[config.mk]
export PLATFORM = sky130hd
export DESIGN_NAME = io_port_unit
export DESIGN_NICKNAME = d
export VERILOG_FILES = /design/src/rtl/io_port_unit.sv
export SDC_FILE = /design/constraint.sdc
export NUM_CORES = 1
export LEC_CHECK = 0
export BUFFER_PORTS_ARGS = -buffer_cell sky130_fd_sc_hd__buf_2
export CAP_MARGIN = 5
export CORE_ASPECT_RATIO = 2
export CORE_MARGIN = 2
export CORE_UTILIZATION = 31
export DETAILED_ROUTE_END_ITERATION = 16
export GPL_ROUTABILITY_DRIVEN = 0
export PLACE_DENSITY = 0.49
export SLEW_MARGIN = 20
export SYNTH_ARGS = -nofsm -noshare
export SYNTH_HDL_FRONTEND = slang
export SYNTH_SLANG_ARGS = --single-unit
[constraint.sdc]
create_clock -name clk -period 2 [get_ports clk]
set_input_delay 0.3 -clock clk [delete_from_list [all_inputs] [get_ports clk]]
set_output_delay 0.3 -clock clk [all_outputs]
set_load 0.01 [all_outputs]
[src/rtl/io_port_unit.sv]
// io_port_unit: bridges processor IN/OUT instructions to an external device.
// OUT words are queued in a small FIFO; IN words come from a one-entry holding register.
//
// Ports:
//   clk, reset                      clock; asynchronous active-low reset
//   out_req, out_data, out_stall    processor OUT request, word, stall
//   in_req, in_data, in_stall       processor IN request, word, stall
//   port_out_valid/data/ready       device-side output handshake
//   port_in_valid/data/ready        device-side input handshake
//   out_count                       output FIFO occupancy
module io_port_unit #(
    parameter int DATA_W    = 16,
    parameter int OUT_DEPTH = 4
) (
    input  logic                         clk,
    input  logic                         reset,
    input  logic                         out_req,
    input  logic [DATA_W-1:0]            out_data,
    output logic                         out_stall,
    input  logic                         in_req,
    output logic [DATA_W-1:0]            in_data,
    output logic                         in_stall,
    output logic                         port_out_valid,
    output logic [DATA_W-1:0]            port_out_data,
    input  logic                         port_out_ready,
    input  logic                         port_in_valid,
    input  logic [DATA_W-1:0]            port_in_data,
    output logic                         port_in_ready,
    output logic [$clog2(OUT_DEPTH):0]   out_count
);

    localparam int AW = $clog2(OUT_DEPTH);
    localparam logic [AW:0] FULL_CNT = (AW+1)'(OUT_DEPTH);
    localparam logic [AW:0] ONE_CNT  = (AW+1)'(1);
    localparam logic [AW-1:0] ONE_PTR = AW'(1);

    // Output FIFO state
    logic [DATA_W-1:0] mem [OUT_DEPTH];
    logic [AW-1:0]     wr_ptr;
    logic [AW-1:0]     rd_ptr;
    logic [AW:0]       count;
    logic              full;
    logic              push;
    logic              pop;

    // Input holding register state
    logic              in_full;
    logic [DATA_W-1:0] in_reg;
    logic              load;
    logic              consume;

    // A full FIFO refuses the push even when a pop fires this cycle,
    // which keeps out_stall free of any path from port_out_ready.
    assign full      = (count == FULL_CNT);
    assign push      = out_req && !full;
    assign pop       = port_out_valid && port_out_ready;
    assign out_stall = out_req && full;

    assign port_out_valid = (count != '0);
    assign port_out_data  = mem[rd_ptr];
    assign out_count      = count;

    assign port_in_ready = !in_full;
    assign load          = port_in_valid && !in_full;
    assign consume       = in_req && in_full;
    assign in_stall      = in_req && !in_full;
    assign in_data       = in_reg;

    always_ff @(posedge clk or negedge reset) begin
        if (!reset) begin
            for (int i = 0; i < OUT_DEPTH; i++) begin
                mem[i] <= '0;
            end
        end else if (push) begin
            mem[wr_ptr] <= out_data;
        end
    end

    always_ff @(posedge clk or negedge reset) begin
        if (!reset) begin
            wr_ptr <= '0;
            rd_ptr <= '0;
            count  <= '0;
        end else begin
            if (push) begin
                wr_ptr <= wr_ptr + ONE_PTR;
            end
            if (pop) begin
                rd_ptr <= rd_ptr + ONE_PTR;
            end
            unique case ({push, pop})
                2'b10:   count <= count + ONE_CNT;
                2'b01:   count <= count - ONE_CNT;
                default: count <= count;
            endcase
        end
    end

    // Load and consume are mutually exclusive: loading needs !in_full,
    // consuming needs in_full.
    always_ff @(posedge clk or negedge reset) begin
        if (!reset) begin
            in_full <= 1'b0;
            in_reg  <= '0;
        end else if (load) begin
            in_full <= 1'b1;
            in_reg  <= port_in_data;
        end else if (consume) begin
            in_full <= 1'b0;
        end
    end

endmodule

# [Word level (Yosys, flattened, before mapping)]
# Cells that the tools add are included.
[totals] ff_bits=88 input_bits=38 word_cells=42
[classes] n_addsub=4 order_cmp=3 n_eq_ne=3 n_mux=9 bitwise_logic=2 reduce_logical=12
[ops] op="$bwmux 64" count=1
[ops] op="$mux 16" count=3
[ops] op="$bmux 16 s2" count=1
[ops] op="$demux 16 s2" count=1
[ops] op="$logic_and 1x1->1" count=7
[ops] op="$ge 3x3->1 const B" count=2
[ops] op="$not 2->3" count=2
[ops] op="$pmux 3 s2" count=1
[ops] op="$add 2x1->2 const B" count=2
[ops] op="$reduce_bool 2->1" count=2
[ops] op="$add 3x1->3 const B" count=1
[ops] op="$eq 3x3->1 const B" count=1
[ops] op="$lt 3x1->1 const B" count=1
[ops] op="$reduce_bool 3->1" count=1
[ops] op="$sub 3x1->3 const B" count=1
[ops] op="$eq 2x1->1 const B" count=1
[ops] op="$eq 2x2->1 const B" count=1
[ops] op="$logic_not 1->1" count=2
[ops] op="$mux 1" count=2

# [Depth between registers and ports, before layout]
# Gate-level depths: netlist of the first run.
[logic_depth] depth_word=6 depth_mapped=8

# [Worst setup path before layout of the first run]
# Ideal clock, no wire load.
[synth_path] kind="reg-to-reg" startpoint="register count[0], in the netlist out_count[0]" endpoint="register count[2], in the netlist out_count[2]" t_arrival_ns=2.113 t_required_ns=1.921 path_slack_ns=-0.192 path_stages_with_launch=9 period_less_slack_ns=2.192 path_cell_list="dfrtp_1 -> nor3b_4 -> nand2b_1 -> ha_1 -> inv_1 -> fa_1 -> xor2_1 -> nor2_1 -> xor2_1"
[synth_between] elab_chain_len=5 word_cells_on_any_way=11 classes_between="add/sub (2); eq/ne (3); mux (1); reduce/logical (5)"
[synth_rtl] item="from (decl)" line="41" source="logic [AW:0] count;"
[synth_rtl] item="from (signal assigned)" line="92" source="2'b10: count <= count + ONE_CNT;"
[synth_rtl] item="from (signal assigned)" line="93" source="2'b01: count <= count - ONE_CNT;"
[synth_rtl] item="from (signal assigned)" line="94" source="default: count <= count;"
[synth_rtl] item="$eq 3x3->1" line="54" source="assign full = (count == FULL_CNT);"
[synth_rtl] item="$logic_not 1->1" line="55" source="assign push = out_req && !full;"
[synth_rtl] item="$logic_and 1x1->1" line="55"
[synth_rtl] item="$eq 2x1->1 / $eq 2x2->1 (equally long branches)" line="91" source="unique case ({push, pop})"
[synth_rtl] item="$pmux 3 s2 / $reduce_bool 2->1 (equally long branches)"
# Parallel ways exist; a longest one is shown, timed or not.
# A chain may end at the register's enable or synchronous reset.

# [Worst setup path in the final report of the first run]
[layout_path] startpoint="register rd_ptr[0]" endpoint="output port_out_data[7]"
[layout_between] elab_chain_len=4
[layout_rtl] item="from (decl)" line="40" source="logic [AW-1:0] rd_ptr;"
[layout_rtl] item="from (signal assigned)" line="89" source="rd_ptr <= rd_ptr + ONE_PTR;"
[layout_rtl] item="$not 2->3 (not written as such)" line="60" source="assign port_out_data = mem[rd_ptr];"
[layout_rtl] item="$bmux 16 s2" line="60"
[layout_rtl] item="$mux 16 (not written as such) (2 in a row)" line="60"
[layout_rtl] item="to (decl)" line="24" source="output logic [DATA_W-1:0] port_out_data,"
# Every way passes these cells. The select of a mux whose other input is x is not followed.

==> results of run 1 <==
Yosys cell counts:
cell type / count / share of area
fa_1: 1 / 0.0050
nor2b_1: 2 / 0.0031
mux2i_1: 1 / 0.0025
buf_6: 4 / 0.011
and2_1: 1 / 0.0016
xnor2_1: 3 / 0.0066
nor3b_4: 1 / 0.0047
nand2b_1: 1 / 0.0016
ha_1: 5 / 0.016
dfrtp_1: 88 / 0.55
or3_1: 1 / 0.0016
mux2_4: 40 / 0.15
mux4_2: 16 / 0.090
inv_1: 6 / 0.0056
buf_2: 4 / 0.0050
clkbuf_1: 2 / 0.0019
mux2_2: 41 / 0.12
nor2_4: 4 / 0.011
xor2_1: 3 / 0.0066
o21bai_1: 1 / 0.0019
nand2_1: 5 / 0.0047
o31a_1: 1 / 0.0022
nor2_1: 1 / 0.00094
layer usage:
metal / wire length, um / track usage
met1: 3290 / 0.146
met2: 4570 / 0.224
met3: 419 / 0.0365
met4: 87 / 0.0440
met5: 0 / 0
sequential cells by signal, summed over array words and instances, names as in the netlist:
| name | flops |
|---|---|
| mem | 64 |
| in_data | 16 |
| out_count | 3 |
| rd_ptr | 2 |
| wr_ptr | 2 |
| in_full | 1 |
timing repair:
| item | CTS | global route |
|---|---|---|
| hold endpoints to repair | 23 | 0 |
| setup buffers | 0 | 3 |
| setup endpoints to repair | 15 | 16 |
| cloned | 0 | 1 |
| hold buffers | 1 | 0 |
| gates resized for setup | 7 | 4 |
final timing paths:
check                              from               end  slack [ns]  depth (start not counted)
setup / recovery              rd_ptr[0]  port_out_data[7]        0.04                          3
hold / removal                   in_req           in_full        0.14                          2
setup reg to reg           out_count[0]      out_count[2]        0.15                          8
hold reg to reg              in_data[1]        in_data[1]        0.50                          1
max in group asynchronous         reset           mem[49]        0.96                          3
min in group asynchronous         reset           mem[40]        0.43                          2
through the flow:
step	hold slack, ns	power, mW	utilization
finish	0.142	8.70	0.406
global route	0.130	9.26	0.406
CTS	0.134	8.68	0.400
detailed placement	0.259	6.79	0.373
global placement	0.255	6.72	0.373
floorplan	0.00441	5.59	-
power by group:
group	switching (mW)	internal (mW)	total (mW)
registers	0.493	2.61	3.11
logic	1.45	2.46	3.91
clock network	0.685	0.995	1.68
kinds of logic (layout without fill, tap and decap cells):
logic type / count (synthesis) / in the layout / share of synthesized area
DFF: 88 / 88 / 0.551
buffers and inverters: 16 / 114 / 0.0238
xor gates and xnor gates: 6 / 6 / 0.0131
and+or+nand+nor: 16 / 16 / 0.0294
AOI/OAI and AO/OA: 2 / 2 / 0.00407
muxes: 98 / 98 / 0.358
adders and majority gates: 6 / 6 / 0.0207
final cells by class:
class | instances | area share
clock buffers | 10 | 0.0469
well taps | 150 | 0.0369
repair buffers | 92 | 0.129
clock inverters | 6 | 0.0116
flip-flops and latches | 88 | 0.433
inverters | 6 | 0.00442
multi-input cells | 128 | 0.339
worst reg2reg max path, cell delays in order (launching register included):
cell      delay, ns
dfrtp_2        0.45
nor3b_4        0.22
nand2b_4       0.18
ha_4           0.13
inv_1          0.05
fa_2           0.33
xor2_1         0.15
nor2_1         0.12
xor2_1         0.16
==> results.yml, run 1 <==
placement:
  portBuffers: 76
  postPlaceCellArea_sq_um: 4680
  dp_slack_ns: 0.131
  post-place-cells: 459
  hpwl_um: 5780
timing:
  worst_pin_slew_ns: 0.387
  setup_ws_ns: 0.0402
  min_period_ns: 1.96
  finalHoldViolCount: 0
  fin_crit_sh: 0.980
  fmax_ghz: 0.510
  finalClockSkew_ns: 0.00727
  fin_setup_tns_ns: 0
  rsz0062_at_grt: "true"
  slew_headroom: 0.742
  setup_viol: 0
  slew_viol_final: 0
detailed_routing:
  wl_per_cell_um: 17.4
  wl_um: 8370
  drt_iter0_markers: 59
  drc: 0
  via_per_inst: 4.63
  dr.pass1.iters: 4
  detail-route-antenna-nets: 0
  dr_total_vias: 2221
global_route:
  grt_max_degree: 32
  antenna_found_initial: 0
  grt_overflow: 0
  grt_pass1_wl_um: 13400
  track_usage: 0.127
  first_global_vias: 2496
job:
  maxCapViolations: 0
worst_setup_path:
  critical_path.cell_chain: "clkbuf_16, mux4_2, buf_6"
  worstSetupPathType: "register to output port"
  worstSetupStartpointType: "register"
  critPathTopFamily: "multiplexers"
  path_max_fanout: 7
  crit_required_ns: 1.70
  max_stage_delay_ns: 0.52
  worstSetupEndpointType: "output port"
  slowest_stage: "mux4_2"
  crit_arrival_ns: 1.66
  cp_num_buf_inv: 2
yosys:
  synth_nets: 276
  ys_seq_elements: 88
  syn_area_sq_um: 4000
  yosysWarnings: 0
  synth_cell_types: 23
  syn_inst: 232
  ys_seq_area_frac: 0.551
  avgSynthCellArea_sq_um: 17.2
clock_network:
  tritoncts: "yes"
  cts.path.max_buffers: 2
  numCtsBuffers: 9
  clk_latency_ns: 0.34
  cts.sinks: 88
  htreeDepth: 3
  clk_pin_slew_ns: 0.06
  cts_root_buffer: "clkbuf_16"
finish:
  layout_commonest_cell: "dfrtp_1"
  regArea_sq_um: 2200
  nFillCells: 1176
  multi_input_area_sq_um: 1720
  stdcell_area_sq_um: 5090
  diodes: 0
  nets: 369
  final_cells: 480
  drive_gt1_frac: 0.648
  area_growth_pct: 27.3
  final_cell_mix: "dfrtp_1, buf_2, mux2_2, mux2_4, mux4_2"
power:
  vdd_drop_max_uv: 712
  total_leakage_power_nw: 2.31
  power_density_nw_per_um2: 1710
floorplan:
  boundaryPins: 77
  placementRows: 58
  die_h_um: 165
  die_w_um: 84.3
  start_util: 0.319
  die-area_sq_um: 13900
  core_sq_um: 12600
status:
  status: "complete, no violations"
worst_hold_path:
  hp-class: "primary input to register"
Note: power is estimated with default switching activity, not from simulation.
==> run 2: changes to the inputs <==
CORE_UTILIZATION = 35   (was 31)
PLACE_DENSITY = 0.54   (was 0.49)
TNS_END_PERCENT = 5   (was not set)
==> run 2 against run 1 <==
Worst hold slack better by 0.0048 ns. First-iteration DRC count increased by 31%. Non-clock buffer count rose by 1. Routed wire length is 3.9% lower. Power down 4.5%. Maximum frequency rose by 2.7%. Clock power barely moved. Register-to-register slack is essentially flat. Sequential cell count unchanged. Die area decreased by 11%.
==> results.yml, run 2 (synthesis results as in run 1) <==
finish:
  largest_register: "mem"
  final_cell_mix: "dfrtp_1, buf_2, mux2_2, mux2_4"
  largest_register_ffs: 64
  layout_commonest_cell: "dfrtp_1"
  final_util: 0.442
  multi_input_area_sq_um: 1720
  diodes: 0
  drive_gt1_frac: 0.647
  nets: 370
  regArea_sq_um: 2200
  area_growth_pct: 24.0
  nFillCells: 1022
  final_cells: 473
  stdcell_area_sq_um: 4960
worst_setup_path:
  critical_path.cell_chain: "buf_4, mux4_2, buf_2"
  worstSetupPathType: "register to output port"
  worstSetupEndpointType: "output port"
  worstSetupStartpointType: "register"
  max_stage_delay_ns: 0.54
  crit_arrival_ns: 1.61
  rrSetupSlack_ns: 0.15
  crit_required_ns: 1.70
  slowest_stage: "mux4_2"
  path_max_fanout: 9
timing:
  slew_viol_final: 0
  setup_viol: 0
  finalClockSkew_ns: 0.00353
  fin_crit_sh: 0.954
  fin_setup_tns_ns: 0
  slew_headroom: 0.733
  fmax_ghz: 0.524
  min_period_ns: 1.91
  worst_pin_slew_ns: 0.400
  finalHoldViolCount: 0
  rsz0062_at_grt: "true"
  setup_ws_ns: 0.0923
  holdWs_ns: 0.146
clock_network:
  numCtsBuffers: 9
  clk_pin_slew_ns: 0.06
  cts.sinks: 88
  postCtsSetupRepairBufs: 0
  tritoncts: "yes"
  cts.path.max_buffers: 2
  clk_latency_ns: 0.33
  cts_root_buffer: "clkbuf_16"
  htreeDepth: 3
power:
  p_total_mw: 8.31
  power_density_nw_per_um2: 1670
  vdd_drop_max_uv: 546
  total_leakage_power_nw: 2.26
detailed_routing:
  wl_per_cell_um: 17.0
  detail-route-antenna-nets: 0
  via_per_inst: 4.73
  wl_um: 8040
  drc: 0
  drt_iter0_markers: 77
  dr.pass1.iters: 4
  dr_total_vias: 2236
placement:
  dp_slack_ns: 0.148
  hpwl_um: 5880
  post-place-cells: 456
  portBuffers: 76
  postPlaceCellArea_sq_um: 4640
global_route:
  first_global_vias: 2464
  track_usage: 0.142
  antenna_found_initial: 0
  grt_max_degree: 43
  grt_pass1_wl_um: 13300
  grt_overflow: 0
floorplan:
  die_w_um: 79.6
  boundaryPins: 77
  die_h_um: 155
  die-area_sq_um: 12300
  placementRows: 55
  core_sq_um: 11200
  start_util: 0.356
worst_hold_path:
  hp-class: "primary input to register"
status:
  status: "complete, no violations"
job:
  maxCapViolations: 0
## run 2: changes by cell type in the layout (fill, tap and decap cells not counted)
| cell | before | now |
|---|---|---|
| dfrtp_2 | 2 | 1 |
| dfrtp_1 | 86 | 87 |
| clkbuf_16 | 10 | 9 |
| buf_6 | 9 | 0 |
| buf_12 | 6 | 1 |
| inv_6 | 0 | 1 |
| buf_4 | 9 | 16 |
| buf_2 | 66 | 75 |
| clkinvlp_4 | 0 | 2 |
| clkinv_2 | 4 | 1 |
## run 2: worst max-delay path, delay by kind of cell (launching register included)
family / cells / cell delay, ns
DFF: 1 / 0.34
buffers and inverters: 2 / 0.39
muxes: 1 / 0.54
## run 2: timing repair
item	in CTS	in global routing
endpoints found under the hold margin	27	0
hold buffers	1	0
setup endpoints to repair	0	4
resized for setup	0	0
## run 2: final timing paths
kind                              start           endpoint  cells after the start
max                           rd_ptr[0]  port_out_data[15]                      3
min                              in_req            in_full                      2
max reg2reg                out_count[0]       out_count[2]                      8
min reg2reg                  in_data[0]         in_data[0]                      1
max in group asynchronous         reset       out_count[0]                      3
min in group asynchronous         reset         in_data[1]                      2
## run 2: cell type report
class	instances	share of cell area
clock buffer	10	0.0482
clock inverter	6	0.0136
inverter	6	0.00454
multi-input combinational	128	0.348
sequential	88	0.444
tap	142	0.0358
timing repair buffer	93	0.106
## run 2: layer usage
layer | track usage | share of wire | wire [um]
met4 | 0.0517 | 0.011 | 91
met2 | 0.257 | 0.54 | 4370
met1 | 0.161 | 0.40 | 3210
met3 | 0.0313 | 0.046 | 370
met5 | 0 | 0 | 0
## run 2: power by group
part	total [mW]	switching [mW]	internal [mW]
Sequential	3.07	0.460	2.61
Combinational	3.55	1.41	2.14
Clock	1.69	0.681	1.01
==> run 3: changes to the inputs <==
PLACE_DENSITY = 0.52   (was 0.54)
TNS_END_PERCENT = 10   (was 5)
clock period = 1.76 ns   (was 2 ns; I/O delays follow)
==> run 3 against run 2 <==
The flow now finishes with violations (negative setup slack). First-iteration DRC count is 3.9% lower. Power is 25% higher. Clock power is 20% higher. Combinational power is 37% higher. Die area stayed put. Register-to-register slack worse by 0.17 ns. Core utilization is 2.6 points higher. Via count is 2.4% higher. Sequential share of layout area is 2.5 points lower. Global-route usage is 0.11 points higher. Clock skew is 0.0032 ns higher. Highest routed layer unchanged.
==> results.yml, run 3 (synthesis results as in run 1) <==
worst_setup_path:
  crit_required_ns: 1.50
  crit_arrival_ns: 1.63
  worstSetupPathType: "register to output port"
  worstSetupStartpoint: "rd_ptr[0]"
  worstSetupEndpointType: "output port"
  worstSetupStartpointType: "register"
  path_max_fanout: 6
  rr_startpoint: "out_count[1]"
timing:
  setup_ws_ns: -0.132
  rsz0062_at_grt: "true"
  setup_viol: 17
  min_period_ns: 1.89
  slew_viol_final: 0
  finalClockSkew_ns: 0.00672
  finalHoldViolCount: 0
  fmax_ghz: 0.528
  worst_pin_slew_ns: 0.338
  fin_crit_sh: 1.08
  slew_headroom: 0.775
floorplan:
  die_h_um: 155
  placementRows: 55
  start_util: 0.356
  die-area_sq_um: 12300
  core_sq_um: 11200
  boundaryPins: 77
  die_w_um: 79.6
placement:
  portBuffers: 76
  hpwl_um: 5620
  post-place-cells: 463
  dp_slack_ns: -0.0403
detailed_routing:
  dr.pass1.iters: 4
  wl_um: 8040
  drt_iter0_markers: 74
  via_per_inst: 4.74
  detail-route-antenna-nets: 0
  drc: 0
  wl_per_cell_um: 16.6
  dr_total_vias: 2290
power:
  power_frac_seq: 0.334
  p_clk_frac: 0.196
  total_leakage_power_nw: 2.38
  power_density_nw_per_um2: 1970
  power_switching_mw: 3.04
  p_comb_frac: 0.470
  internal_power_mw: 7.34
  switching_share: 0.293
  vdd_drop_max_uv: 753
global_route:
  track_usage: 0.143
  first_global_vias: 2524
  grt_overflow: 0
  antenna_found_initial: 0
  grt_pass1_wl_um: 13200
  grt_max_degree: 38
worst_hold_path:
  hp-start: "in_req"
  hp-class: "primary input to register"
status:
  status: "finished, violations left"
  violations: "negative setup slack"
finish:
  final_cell_mix: "dfrtp_1, buf_2, mux2_2, mux2_4, buf_4"
  layout_commonest_cell: "dfrtp_1"
  final_cells: 483
  largest_register_ffs: 64
  diodes: 0
  area_growth_pct: 31.4
  nets: 380
  drive_gt1_frac: 0.663
  nFillCells: 995
  largest_register: "mem"
clock_network:
  numCtsBuffers: 9
  cts_root_buffer: "clkbuf_16"
  tritoncts: "yes"
  htreeDepth: 3
  clk_latency_ns: 0.34
  clk_pin_slew_ns: 0.06
  cts.sinks: 88
  cts.path.max_buffers: 2
job:
  maxCapViolations: 0
run 3: worst paths after layout:
path                               endpoint  slack [ns]  depth (start not counted)
max in group asynchronous            mem[8]        0.85                          3
setup reg to reg               out_count[2]       -0.02                          8
setup / recovery           port_out_data[6]       -0.13                          4
hold / removal                      in_full        0.12                          2
hold reg to reg                 in_data[14]        0.50                          1
min in group asynchronous        in_data[3]        0.37                          2
run 3: repair_timing:
| action | in CTS | in global routing |
|---|---|---|
| pin swaps | 3 | 0 |
| endpoints found under the hold margin | 22 | 0 |
| setup endpoints to repair | 17 | 18 |
| gates cloned | 1 | 0 |
| setup buffers | 2 | 0 |
| gates resized for setup | 9 | 10 |
| hold buffers | 1 | 0 |
run 3: routing by layer:
metal / track usage / routed length, um
met1: 0.177 / 3320
met2: 0.240 / 4220
met3: 0.0325 / 357
met4: 0.0591 / 150
met5: 0 / 0
run 3: power by group through the flow:
stage	registers, mW	clock network, mW	logic (mW)
CTS	3.48	2.10	4.74
global route	3.60	2.19	5.25
detailed placement	3.51	0	4.33
floorplan	3.42	0	2.93
finish	3.47	2.03	4.88
global placement	3.48	0	4.25
run 3: stage by stage:
stage	total power, mW	util	area (sq um)	hold WS [ns]	setup TNS, ns
2_1_floorplan	6.35	-	4020	-0.0316	-0.588
3_3_place_gp	7.74	0.425	4770	0.196	0
3_5_place_dp	7.83	0.425	4770	0.198	-0.0403
4_1_cts	10.3	0.464	5200	0.0996	-2.13
5_1_grt	11.0	0.469	5260	0.109	-2.68
6_report	10.4	0.469	5260	0.116	-1.77
run 3: critical path: stages, from the launching register on:
cell and delay [ns]:
dfrtp_2 0.38, buf_12 0.11, buf_12 0.12, mux4_2 0.53
buf_6 0.14
run 3: layout make-up:
| type | instances | area (sq um) | area share |
|---|---|---|---|
| Sequential cell | 88 | 2200 | 0.419 |
| Multi-Input combinational cell | 128 | 1730 | 0.328 |
| Timing Repair Buffer | 103 | 806 | 0.153 |
| Clock buffer | 9 | 225 | 0.0428 |
| Tap cell | 142 | 178 | 0.0338 |
| Clock inverter | 7 | 93.8 | 0.0179 |
| Inverter | 6 | 22.5 | 0.00428 |
